--- src/rtl/shift_pkg.sv ---
// Shared constants and types for the iterative shift unit.
// Mode codes match the RV32I shift flavours seen by the execute stage.
package shift_pkg;

    localparam int SH_WIDTH   = 32;
    localparam int SH_SHAMT_W = 5;

    localparam logic [1:0] SH_SRL = 2'b00;
    localparam logic [1:0] SH_SRA = 2'b01;
    localparam logic [1:0] SH_SLL = 2'b10;
    localparam logic [1:0] SH_SLA = 2'b11;

    typedef enum logic [1:0] {
        ST_IDLE  = 2'd0,
        ST_SHIFT = 2'd1,
        ST_DONE  = 2'd2
    } shift_state_t;

endpackage

--- src/rtl/shift_step.sv ---
// One-bit shift step applied to the result register each SHIFT cycle.
// Mode 11 is an alias of left shift.
module shift_step
    import shift_pkg::*;
#(
    parameter int WIDTH = SH_WIDTH
) (
    input  logic [1:0]       mode_i,
    input  logic [WIDTH-1:0] d_i,
    output logic [WIDTH-1:0] d_o
);

    always_comb begin
        d_o = d_i;
        unique case (mode_i)
            SH_SRL:         d_o = {1'b0, d_i[WIDTH-1:1]};
            SH_SRA:         d_o = {d_i[WIDTH-1], d_i[WIDTH-1:1]};
            SH_SLL, SH_SLA: d_o = {d_i[WIDTH-2:0], 1'b0};
        endcase
    end

endmodule

--- src/rtl/iter_shift_unit.sv ---
// Multi-cycle shifter: one bit per clock, result returned on valid/ready.
// All handshake outputs decode from registered state only.
module iter_shift_unit
    import shift_pkg::*;
#(
    parameter int WIDTH   = SH_WIDTH,
    parameter int SHAMT_W = SH_SHAMT_W
) (
    input  logic               i_clk,
    input  logic               i_rst_n,
    input  logic               i_valid,
    output logic               o_ready,
    input  logic [1:0]         i_mode,
    input  logic [WIDTH-1:0]   i_a,
    input  logic [SHAMT_W-1:0] i_shamt,
    output logic               o_valid,
    input  logic               i_ready,
    output logic [WIDTH-1:0]   o_result,
    output logic               o_busy
);

    shift_state_t       state_q, state_d;
    logic [WIDTH-1:0]   res_q, res_d;
    logic [SHAMT_W-1:0] cnt_q, cnt_d;
    logic [1:0]         mode_q, mode_d;
    logic [WIDTH-1:0]   step_res;

    shift_step #(
        .WIDTH (WIDTH)
    ) u_step (
        .mode_i (mode_q),
        .d_i    (res_q),
        .d_o    (step_res)
    );

    always_comb begin
        state_d = state_q;
        res_d   = res_q;
        cnt_d   = cnt_q;
        mode_d  = mode_q;
        unique case (state_q)
            ST_IDLE: begin
                if (i_valid) begin
                    res_d  = i_a;
                    mode_d = i_mode;
                    cnt_d  = i_shamt;
                    state_d = (i_shamt != '0) ? ST_SHIFT : ST_DONE;
                end
            end
            ST_SHIFT: begin
                res_d = step_res;
                cnt_d = cnt_q - SHAMT_W'(1);
                // Exit at one so the count never wraps below zero.
                if (cnt_q == SHAMT_W'(1)) begin
                    state_d = ST_DONE;
                end
            end
            ST_DONE: begin
                if (i_ready) begin
                    state_d = ST_IDLE;
                end
            end
            default: state_d = ST_IDLE;
        endcase
    end

    always_ff @(posedge i_clk or negedge i_rst_n) begin
        if (!i_rst_n) begin
            state_q <= ST_IDLE;
            res_q   <= '0;
            cnt_q   <= '0;
            mode_q  <= '0;
        end else begin
            state_q <= state_d;
            res_q   <= res_d;
            cnt_q   <= cnt_d;
            mode_q  <= mode_d;
        end
    end

    assign o_ready  = (state_q == ST_IDLE);
    assign o_valid  = (state_q == ST_DONE);
    assign o_busy   = (state_q == ST_SHIFT) || (state_q == ST_DONE);
    assign o_result = res_q;

endmodule

--- config.mk ---
export PLATFORM = sky130hd
export DESIGN_NAME = iter_shift_unit
export DESIGN_NICKNAME = d
export VERILOG_FILES = /design/src/rtl/shift_pkg.sv /design/src/rtl/shift_step.sv /design/src/rtl/iter_shift_unit.sv
export SDC_FILE = /design/constraint.sdc
export NUM_CORES = 1
export LEC_CHECK = 0
export ABC_CLOCK_PERIOD_IN_PS = 1700
export BUFFER_PORTS_ARGS = -buffer_cell sky130_fd_sc_hd__buf_2
export CELL_PAD_IN_SITES_DETAIL_PLACEMENT = 2
export CELL_PAD_IN_SITES_GLOBAL_PLACEMENT = 2
export CORE_UTILIZATION = 27
export CTS_CLUSTER_SIZE = 10
export DETAILED_ROUTE_END_ITERATION = 10
export PLACE_DENSITY_LB_ADDON = 0.25
export SLEW_MARGIN = 20
export SYNTH_ARGS = -nofsm -noshare
export SYNTH_HDL_FRONTEND = slang
export SYNTH_SLANG_ARGS = --single-unit
--- constraint.sdc ---
create_clock -name i_clk -period 1.7 [get_ports i_clk]
set_clock_uncertainty 0.15 [all_clocks]
set_input_delay 0.085 -clock i_clk [delete_from_list [all_inputs] [get_ports i_clk]]
set_output_delay 0.085 -clock i_clk [all_outputs]
set_load 0.05 [all_outputs]
== Yosys cells after proc, flatten, opt, wreduce, memory -nomap -nowiden ==
Cells that the tools add are included.
W data, S select, Z words.

* Output and inout bits: 35
* Logic and storage cells: 36
* Input port bits: 43
* Flip-flop bits (word level): 41

* Equal/unequal tests: 10
* $add $sub $neg: 1
* Mux-type cells: 10
* Reductions and logical operators: 10

{| class="wikitable"
|+ Operators by type and width
! cell !! number
|-
| $pmux W32 S3 || 1
|-
| $pmux W32 S2 || 1
|-
| $mux W32 || 1
|-
| $pmux W5 S2 || 1
|-
| $mux W2 || 4
|-
| $eq A2 B2 Y1 const B || 3
|-
| $ne A2 B2 Y1 const B || 3
|-
| $pmux W2 S3 || 1
|-
| $reduce_and A3 Y1 || 2
|-
| $eq A5 B1 Y1 const B || 1
|-
| $mux W5 || 1
|-
| $reduce_bool A5 Y1 || 1
|-
| $sub A5 B1 Y5 const B || 1
|-
| $eq A2 B1 Y1 const B || 2
|-
| $logic_not A2 Y1 || 2
|-
| $reduce_and A2 Y1 || 2
|-
| $ne A2 B1 Y1 const B || 1
|-
| $reduce_bool A2 Y1 || 1
|-
| $reduce_or A2 Y1 || 1
|-
| $logic_or A1 B1 Y1 || 1
|}

== Logic depth before layout (Yosys ltp) ==
Gate-level depths: netlist (run 1).

* Depth in word-level cells: 4
* Gate-level depth with buffers: 7
* Gate-level depth less buffers: 5

== Modules after synthesis ==
A second synthesis (run 1) with hierarchy kept.

* Cells, all modules: 235
* Area total of the unflattened synthesis: 2548.7 µm²

{| class="wikitable"
|+ Modules (own cells, without submodules)
! module !! cells an instance !! times used !! seq. area each (µm²) !! area an instance (µm²)
|-
| iter_shift_unit || 197 || 1 || 1026.0 || 2024.4
|-
| shift_step || 38 || 1 || 0.0 || 524.3
|}

== Worst setup path before layout (run 1) ==
OpenSTA, ideal clock, no wires.

* Path kind: register -> register
* Start point: reg state_q[0]
* End point: reg res_q[1] (netlist: o_result[1])
* Setup time: 65 ps
* Data required time: 1485 ps
* Buffers on the path: 2
* Clock period less this slack: 2132 ps
* Stages on the path, launching flop included: 7
* Data arrival time: 1917 ps
* Path slack: -432 ps
* Cells stage by stage: dfrtp_1 -> inv_1 -> ha_1 -> mux2i_1 -> buf_2 -> buf_1 -> a21o_1

* Longest elaborated chain between the ends: 3
* Elaborated cells between the ends (all ways): 6
* Those cells by class: 2 x eq/ne; 1 x mux; 3 x reduce/logical

{| class="wikitable"
|+ Ends and longest elaborated chain
! item !! RTL line !! source
|-
| start, declared || iter_shift_unit.sv:22 || <nowiki>shift_state_t state_q, state_d;</nowiki>
|-
| start signal, assigned || iter_shift_unit.sv:74 || <nowiki>state_q <= state_d;</nowiki>
|-
| $logic_not A2 Y1 (*) || - ||
|-
| named net o_ready || iter_shift_unit.sv:12 || <nowiki>output logic o_ready,</nowiki>
|-
| $ne A2 B2 Y1 (no line) / $reduce_bool A2 Y1 (equally long branches) || - ||
|-
| $reduce_and A2 Y1 (no line) || - ||
|-
| end signal, assigned || iter_shift_unit.sv:75 || <nowiki>res_q <= res_d;</nowiki>
|-
| end, declared || iter_shift_unit.sv:23 || <nowiki>logic [WIDTH-1:0] res_q, res_d;</nowiki>
|}

The timed path passes the listed nets; every way through them passes the cells marked *.
A chain may end at the register's enable or synchronous reset.

== Worst setup path in the final report (run 1) ==
* Start point: reg state_q[0]
* End point: reg state_q[0]

* Longest elaborated chain between the ends: 3
* Elaborated cells between the ends (all ways): 8
* Those cells by class: 5 x eq/ne; 1 x mux; 2 x reduce/logical

{| class="wikitable"
|+ Ends and longest elaborated chain
! item !! RTL line !! source
|-
| $eq A2 B1 Y1 (tied with other cells) || iter_shift_unit.sv:41 || <nowiki>unique case (state_q)</nowiki>
|-
| $ne A2 B2 Y1 (no line) / $ne A2 B1 Y1 (equally long branches) || - ||
|-
| $reduce_and A3 Y1 (no line) || - ||
|}

Parallel ways exist; a longest one is shown, timed or not.

==> flow_summary.yaml, run 1 <==
outcome:
  outcome: "finished with violations"
  violations: "negative setup slack"
grt:
  grt_max_degree: 42
  antenna_found_initial: 0
  grt_first_pass_wirelength_um: 12900
  use_met2: 0.304
  grt_pass1_vias: 2495
  track_usage: 0.172
  grt_busiest_layer: "met2"
  grtUsageMet1: 0.209
  use_met3: 0.0396
  gr-total-overflow: 0
cells_and_area:
  diodes: 0
  fin_cells: 474
  nNetsFinal: 413
  seq_area_um2: 1030
  final_common_cell: "buf_2"
  multiInputGateArea_um2: 1450
  area_growth_pct: 52.3
  n_fill_cell: 968
  final_cell_mix: "75 x buf_2, 40 x dfrtp_1, 33 x nor2_1"
  final_area_um2: 3730
  drive_above_1_share: 0.434
timing:
  final.min_clock_period_ps: 1820
  setup_ws_ps: -123
  max_freq_mhz: 548
  tns_ps: -1130
  rsz0062_at_grt: "true"
  period_share: 1.07
  worstMarginPinSlew_ps: 299
  hold_violations: 0
  drv_slew: 0
  setup_viol: 28
  maxSlewHeadroom: 0.800
floorplan:
  start_util: 0.280
  fp.dieArea_um2: 9460
  top_level_ports: 78
  rows: 34
  die_h_um: 97.3
  core-area_um2: 8760
  fp.dieW_um: 97.3
yosys:
  synth_top_area_frac: 0.419
  ys_ff_latch: 41
  synthTopCellsByArea: "dfrtp_1 42%, mux2i_1 13%, a211oi_1 9.8%"
  yosysWarnings: 0
  synthArstFlopShare: 1.00
  syn_nets: 299
  synth_top_area_cell: "dfrtp_1"
  yosysSeqAreaShare: 0.419
  ys.flop_type: "dfrtp_1"
  syn_inst: 251
  synth-edff-count: 0
  yosys.cell_types.count: 31
  syn_avg_cell_area_um2: 9.76
  netlist_area_um2: 2450
critical_path:
  crit_type: "flip-flop to flip-flop"
  start_kind: "flip-flop"
  endpoint_kind: "flip-flop"
  crit_fanout: 16
  crit_required_ps: 1780
  ff2ff_path_depth: 5
  arrival_ps: 1910
detailed_routing:
  dr.first_iter.drc_count: 64
  wl_per_cell_um: 19.0
  via_per_inst: 5.09
  vias: 2413
  antenna_left: 0
  drc: 0
  firstDrtPassIters: 4
  routed_wl_um: 8990
power_and_ir_drop:
  powerDensity_nw_per_um2: 2570
  p_leak_nw: 1.90
  ir_worst_vdd_uv: 922
  power_mw: 9.59
run:
  drv_cap: 0
clock_tree:
  cts_inserted_buffers: 5
  htreeDepth: 2
  clkTransAtPathRegs_ps: 90
  root_buffer: "clkbuf_8"
  cts_tree: "done"
  clock-sinks: 41
  clk_path_buf_depth: 2
  clk_latency_ps: 310
placement:
  dp_cells: 442
  placed_area_um2: 3180
  gp_congestion: 0.714
  detailed_place_hpwl_um: 5410
  io_buffers: 77
hold_path:
  min_path_cells: 3
  hold_class: "primary input to flip-flop"
## path summary, 6_finish.rpt
kind | end | from | slack [ps]
setup / recovery | state_q[0]$_DFFE_PN0P_ | state_q[0]$_DFFE_PN0P_ | -120
hold / removal | state_q[1]$_DFFE_PN0P_ | i_shamt[4] | 30
setup reg to reg | state_q[0]$_DFFE_PN0P_ | state_q[0]$_DFFE_PN0P_ | -120
hold reg to reg | o_result[11]$_DFFE_PN0P_ | o_result[11]$_DFFE_PN0P_ | 390
max in group asynchronous | mode_q[1]$_DFFE_PN0P_ | i_rst_n | 1030
min in group asynchronous | o_result[5]$_DFFE_PN0P_ | i_rst_n | 130
## Yosys cell counts (5+ instances only)
cell type / instances
nor2b_1: 8
o21ai_0: 6
nor2_1: 33
buf_1: 6
mux2i_1: 33
inv_1: 9
a21o_1: 30
ha_1: 5
buf_2: 8
dfrtp_1: 41
clkbuf_1: 7
a211oi_1: 32
## repair_timing
| item | 4_1_cts | 5_1_grt |
|---|---|---|
| setup endpoints to repair | 21 | 40 |
| cloned | 1 | 4 |
| pin swaps | 2 | 3 |
| hold endpoints to repair | 46 | 0 |
| hold buffers | 6 | 0 |
| resized for setup | 16 | 21 |
| setup buffers | 2 | 11 |
## where the power goes
group,internal (mW),switching [mW]
registers,1.49,0.562
clock network,0.284,0.396
logic,2.95,3.90
total,4.73,4.86
## cell type report
cell class | count | area share
clock buffer | 5 | 0.0184
clock inverter | 3 | 0.00469
sequential | 41 | 0.275
inverter | 9 | 0.00905
multi-input combinational | 180 | 0.390
timing repair buffer | 128 | 0.267
tap | 108 | 0.0362
## cells by family (layout without fill, tap and decap cells)
family / after synthesis / after routing / share of synthesized area
compound gates: 81 / 81 / 0.244
simple gates: 57 / 57 / 0.109
flops: 41 / 41 / 0.419
mux: 37 / 37 / 0.153
buf+inv: 30 / 145 / 0.0501
fa+ha+maj: 5 / 5 / 0.0255
## sequential cells by signal, indices dropped and copies added, names as in the netlist
signal	count
cnt_q	5
mode_q	2
o_result	32
state_q	2
## per-stage QoR
step	hold WS (ps)	setup slack, ps	utilization
4_1_cts	3.43	-96.0	0.393
3_5_place_dp	-59.7	-87.9	0.363
5_1_grt	31.8	-180	0.426
2_1_floorplan	-361	-35.4	-
3_3_place_gp	-65.8	-8.61	0.363
6_report	26.2	-123	0.426
## critical path: stages (launching register included)
cell and delay (ps):
dfrtp_1 410, buf_4 160, ha_4 190, bufbuf_16 300, a221oi_4 300, mux2i_1 230
## routing by layer
layer  part of all wire  vias to the layer above
met2               0.51                       53
met4             0.0098                        0
li1                   -                     1142
met3              0.038                        8
met1               0.44                     1210
met5                  0                        -
Power figures use the tool's default switching activity.
==> inputs of run 2 (changes only) <==
--- a/config.mk
+++ b/config.mk
@@ -9,6 +9,7 @@
 export BUFFER_PORTS_ARGS = -buffer_cell sky130_fd_sc_hd__buf_2
 export CELL_PAD_IN_SITES_DETAIL_PLACEMENT = 2
 export CELL_PAD_IN_SITES_GLOBAL_PLACEMENT = 2
+export CORE_MARGIN = 2
 export CORE_UTILIZATION = 27
 export CTS_CLUSTER_SIZE = 10
 export DETAILED_ROUTE_END_ITERATION = 10
==> constraint.sdc (replaced) <==
create_clock -name i_clk -period 1.7 [get_ports i_clk]
set_clock_uncertainty 0.15 [all_clocks]
set_input_delay 0.085 -clock i_clk [delete_from_list [all_inputs] [get_ports i_clk]]
set_output_delay 0.085 -clock i_clk [all_outputs]
set_load 0.1 [all_outputs]
==> run 2 against run 1 <==
The run still ends with negative setup slack left. Flip-flop and latch count unchanged. Design area up 3.2%. Sequential share of layout area down 0.84 points. Global-route usage up 0.36 points. First-iteration DRC count down 42%. Wire length down 2.7%. Cell count down 1.9%. Non-clock buffer count down 9. Die area up 4.2%. Critical path depth unchanged. Worst hold slack better by 7.9 ps.
==> flow_summary.yaml, run 2 (synthesis gave the netlist of run 1 again) <==
outcome:
  outcome: "finished with violations"
  violations: "negative setup slack"
grt:
  grt_max_degree: 42
  grt_first_pass_wirelength_um: 13900
  track_usage: 0.176
  grt_pass1_vias: 2620
  antenna_found_initial: 0
  gr-total-overflow: 0
cells_and_area:
  final_area_um2: 3850
  largest_reg_flops: 32
  final_cell_mix: "74 x buf_2, 40 x dfrtp_1, 32 x mux2i_1, 32 x nor2_1, 30 x a21o_1"
  drive_above_1_share: 0.490
  fin_cells: 465
  area_growth_pct: 57.2
  nNetsFinal: 404
  final_common_cell: "buf_2"
  n_fill_cell: 964
  diodes: 0
placement:
  dp_cells: 438
  io_buffers: 77
  gp_congestion: 0.780
  placed_area_um2: 3240
  dp_slack_ps: -100
  detailed_place_hpwl_um: 5520
detailed_routing:
  wl_per_cell_um: 18.8
  dr.first_iter.drc_count: 37
  antenna_left: 0
  via_per_inst: 5.12
  routed_wl_um: 8750
  drc: 0
  vias: 2381
  firstDrtPassIters: 3
floorplan:
  die_h_um: 99.3
  top_level_ports: 78
  fp.dieArea_um2: 9850
  core-area_um2: 8760
  rows: 34
  fp.dieW_um: 99.3
  start_util: 0.280
timing:
  drv_slew: 0
  hold_violations: 0
  worstMarginPinSlew_ps: 578
  setup_viol: 32
  setup_ws_ps: -81.0
  rsz0062_at_grt: "true"
  period_share: 1.05
  maxSlewHeadroom: 0.615
  max_freq_mhz: 561
  final.min_clock_period_ps: 1780
  whs_ps: 34.1
critical_path:
  endpoint_kind: "flip-flop"
  crit_required_ps: 1770
  start_kind: "flip-flop"
  crit_type: "flip-flop to flip-flop"
  path_buf_inv: 1
  slowest_delay_ps: 460
  crit_chain: "inv_2 -> ha_4 -> or4b_4 -> a221oi_4 -> mux2i_1"
  slowest_stage: "or4b_4"
  crit_family: "simple AND/OR/NAND/NOR gates"
  arrival_ps: 1850
  crit_fanout: 2
clock_tree:
  clock-sinks: 41
  cts_inserted_buffers: 5
  clkTransAtPathRegs_ps: 80
  clk_latency_ps: 300
  clk_path_buf_depth: 2
  cts_tree: "done"
  root_buffer: "clkbuf_8"
  htreeDepth: 2
hold_path:
  hold_class: "primary input to flip-flop"
run:
  drv_cap: 0
-- run 2: area by class of cell --
| type | count | area, um^2 | area share |
|---|---|---|---|
| clock buffer | 7 | 86.3 | 0.0224 |
| sequential | 41 | 1030 | 0.267 |
| inverter | 9 | 33.8 | 0.00877 |
| tap | 108 | 135 | 0.0351 |
| timing repair buffer | 119 | 957 | 0.249 |
| multi-input combinational | 180 | 1580 | 0.410 |
| clock inverter | 1 | 30.0 | 0.00780 |
-- run 2: routing by layer --
| metal | global-route usage | vias to the layer above | routed length (um) |
|---|---|---|---|
| met3 | 0.0260 | 4 | 253 |
| met5 | 0 | - | 0 |
| li1 | - | 1115 | - |
| met2 | 0.312 | 44 | 4450 |
| met1 | 0.226 | 1218 | 4000 |
| met4 | 0.0379 | 0 | 49 |
-- run 2: path summary, 6_finish.rpt --
path	from	end	cells after the start	slack (ps)
min	i_shamt[4]	state_q[0]$_DFFE_PN0P_	3	30
max reg2reg	cnt_q[1]$_DFFE_PN0P_	state_q[0]$_DFFE_PN0P_	5	-80
max in group asynchronous	i_rst_n	mode_q[1]$_DFFE_PN0P_	3	730
max	cnt_q[1]$_DFFE_PN0P_	state_q[0]$_DFFE_PN0P_	5	-80
min in group asynchronous	i_rst_n	o_result[12]$_DFFE_PN0P_	3	260
min reg2reg	o_result[11]$_DFFE_PN0P_	o_result[11]$_DFFE_PN0P_	1	390
-- run 2: repair_timing --
action / 4_1_cts / 5_1_grt
cloned: 2 / 4
pin swaps: 4 / 7
resized for setup: 16 / 33
setup endpoints to repair: 37 / 42
setup buffers: 5 / 5
hold buffers: 6 / 0
hold endpoints to repair: 46 / 0
-- run 2: stage by stage --
stage | util | setup TNS (ps)
3_3_place_gp | 0.370 | -726
4_1_cts | 0.413 | -120
2_1_floorplan | - | -4160
6_report | 0.439 | -906
3_5_place_dp | 0.370 | -1250
5_1_grt | 0.439 | -3170
-- run 2: worst min-delay path: cells and delay by family --
kind                   cells  cell delay, ps
multiplexers               1             130
buffers and inverters      1             120
AO/OA/AOI/OAI              1             100
Power of run 2 is not shown: default switching activity piles up to over one toggle a cycle in this logic, so the estimate is an artifact.
==> inputs of run 3 (changes only) <==
--- a/config.mk
+++ b/config.mk
@@ -14,6 +14,7 @@
 export CTS_CLUSTER_SIZE = 10
 export DETAILED_ROUTE_END_ITERATION = 10
 export PLACE_DENSITY_LB_ADDON = 0.25
+export SETUP_SLACK_MARGIN = 0.5
 export SLEW_MARGIN = 20
 export SYNTH_ARGS = -nofsm -noshare
 export SYNTH_HDL_FRONTEND = slang
==> run 3 against run 2 <==
Design area rose by 28%. Critical path type unchanged. Largest cell class is now non-clock buffers. Wire length increased by 71%. The run still ends with negative setup slack left. Clock-buffer cell count is 1 lower.
==> flow_summary.yaml, run 3 (synthesis gave the netlist of run 1 again) <==
placement:
  detailed_place_hpwl_um: 5580
  io_buffers: 77
  dp_slack_ps: -108
  gp_congestion: 0.711
hold_path:
  hold_class: "primary input to flip-flop"
cells_and_area:
  largest_reg_flops: 32
  final_cell_mix: "42 x buf_2, 42 x buf_12, 32 x mux2i_1, 32 x dfrtp_2, 32 x buf_4"
  multiInputGateArea_um2: 1750
  area_growth_pct: 101
  n_fill_cell: 796
  nNetsFinal: 437
  post-route-util: 0.563
  seq_area_um2: 1070
  drive_above_1_share: 0.659
  diodes: 0
critical_path:
  path_buf_inv: 3
  reg2reg_to: "o_result[27]$_DFFE_PN0P_"
  crit_family: "buffers and inverters"
  crit_fanout: 8
  crit_chain: "inv_2 -> ha_4 -> mux2i_4 -> buf_6 -> buf_12 -> a211oi_2 -> a21o_1"
  slowest_delay_ps: 440
  arrival_ps: 1990
  critPathCapture: "o_result[27]$_DFFE_PN0P_"
  rr_startpoint: "state_q[0]$_DFFE_PN0P_"
  worstSetupStartpoint: "state_q[0]$_DFFE_PN0P_"
  slowest_stage: "dfrtp_1"
  start_kind: "flip-flop"
  cp_num_cells: 7
  ff2ff_path_depth: 7
  endpoint_kind: "flip-flop"
  rrSetupSlack_ps: -250
  crit_type: "flip-flop to flip-flop"
  crit_required_ps: 1750
timing:
  setup_ws_ps: -245
  drv_slew: 0
  rsz0062_at_grt: "true"
  setup_viol: 40
  worstMarginPinSlew_ps: 384
  tns_ps: -6990
  maxSlewHeadroom: 0.744
  hold_violations: 0
  period_share: 1.14
  final.min_clock_period_ps: 1950
  max_freq_mhz: 514
grt:
  track_usage: 0.248
  grt_max_degree: 35
  gr-total-overflow: 0
  grt_first_pass_wirelength_um: 18500
  grt_pass1_vias: 2968
  use_met2: 0.442
  use_met3: 0.0415
  grt_busiest_layer: "met2"
  antenna_found_initial: 0
  grtUsageMet1: 0.314
clock_tree:
  clk_latency_ps: 330
  cts_tree: "done"
  clock-sinks: 41
  htreeDepth: 2
  clkTransAtPathRegs_ps: 100
  root_buffer: "clkbuf_8"
  cts_inserted_buffers: 5
  clk_path_buf_depth: 2
detailed_routing:
  dr.first_iter.drc_count: 124
  drc: 0
  antenna_left: 0
  via_per_inst: 5.54
  vias: 2757
  firstDrtPassIters: 4
  routed_wl_um: 15000
  wl_per_cell_um: 30.0
floorplan:
  top_level_ports: 78
  rows: 34
  start_util: 0.280
  fp.dieW_um: 99.3
  fp.dieArea_um2: 9850
  core-area_um2: 8760
  die_h_um: 99.3
outcome:
  violations: "negative setup slack"
  outcome: "finished with violations"
run:
  drv_cap: 0
run 3: cell count changes in the layout (fill, tap and decap cells not counted), sizes merged:
| cell | change |
|---|---|
| buf | +36 |
| bufinv | -1 |
| clkinv | +2 |
| clkbuf | -4 |
run 3: how the worst min path moves through the flow:
stage | start | to | slack (ps) | cells past startpoint
2_1_floorplan | i_rst_n | cnt_q[0]$_DFFE_PN0P_ | -360 | 0
3_3_place_gp | i_rst_n | o_result[5]$_DFFE_PN0P_ | -130 | 1
3_5_place_dp | i_rst_n | o_result[3]$_DFFE_PN0P_ | -140 | 1
4_1_cts | i_shamt[0] | cnt_q[0]$_DFFE_PN0P_ | 20 | 4
5_1_grt | i_a[6] | o_result[6]$_DFFE_PN0P_ | 60 | 4
6_report | i_a[14] | o_result[14]$_DFFE_PN0P_ | 40 | 4
run 3: final cells by class:
type	instances	share of cell area
inverters	9	0.00685
multi-input cells	180	0.355
flip-flops and latches	41	0.216
clock buffers	6	0.0147
repair buffers	152	0.378
well taps	108	0.0274
clock inverters	2	0.00203
run 3: metrics by stage:
| step | cell area, um^2 | std cells | hold WS (ps) |
|---|---|---|---|
| 2_1_floorplan | 2570 | 251 | -361 |
| 3_3_place_gp | 3210 | 434 | -134 |
| 5_1_grt | 4930 | 498 | 58.5 |
| 4_1_cts | 4400 | 476 | 18.3 |
| 3_5_place_dp | 3210 | 434 | -136 |
| 6_report | 4930 | 498 | 42.0 |
run 3: timing repair:
item	CTS	global route
cloned	7	3
gates resized for setup	203	66
setup endpoints to repair	76	76
buffers inserted	21	19
hold buffers	6	0
pin swaps	12	5
endpoints found under the hold margin	46	0
run 3: tightest hold or removal path, stage by stage:
cell and delay (ps):
buf_2 80, nor2_1 40, a211oi_2 180, a21o_1 100
run 3: metal layers:
layer / up-vias / part of all wire
li1: 1182 / -
met1: 1454 / 0.41
met2: 96 / 0.53
met3: 25 / 0.038
met4: 0 / 0.030
met5: - / 0
Power of run 3 is left out for the same reason.
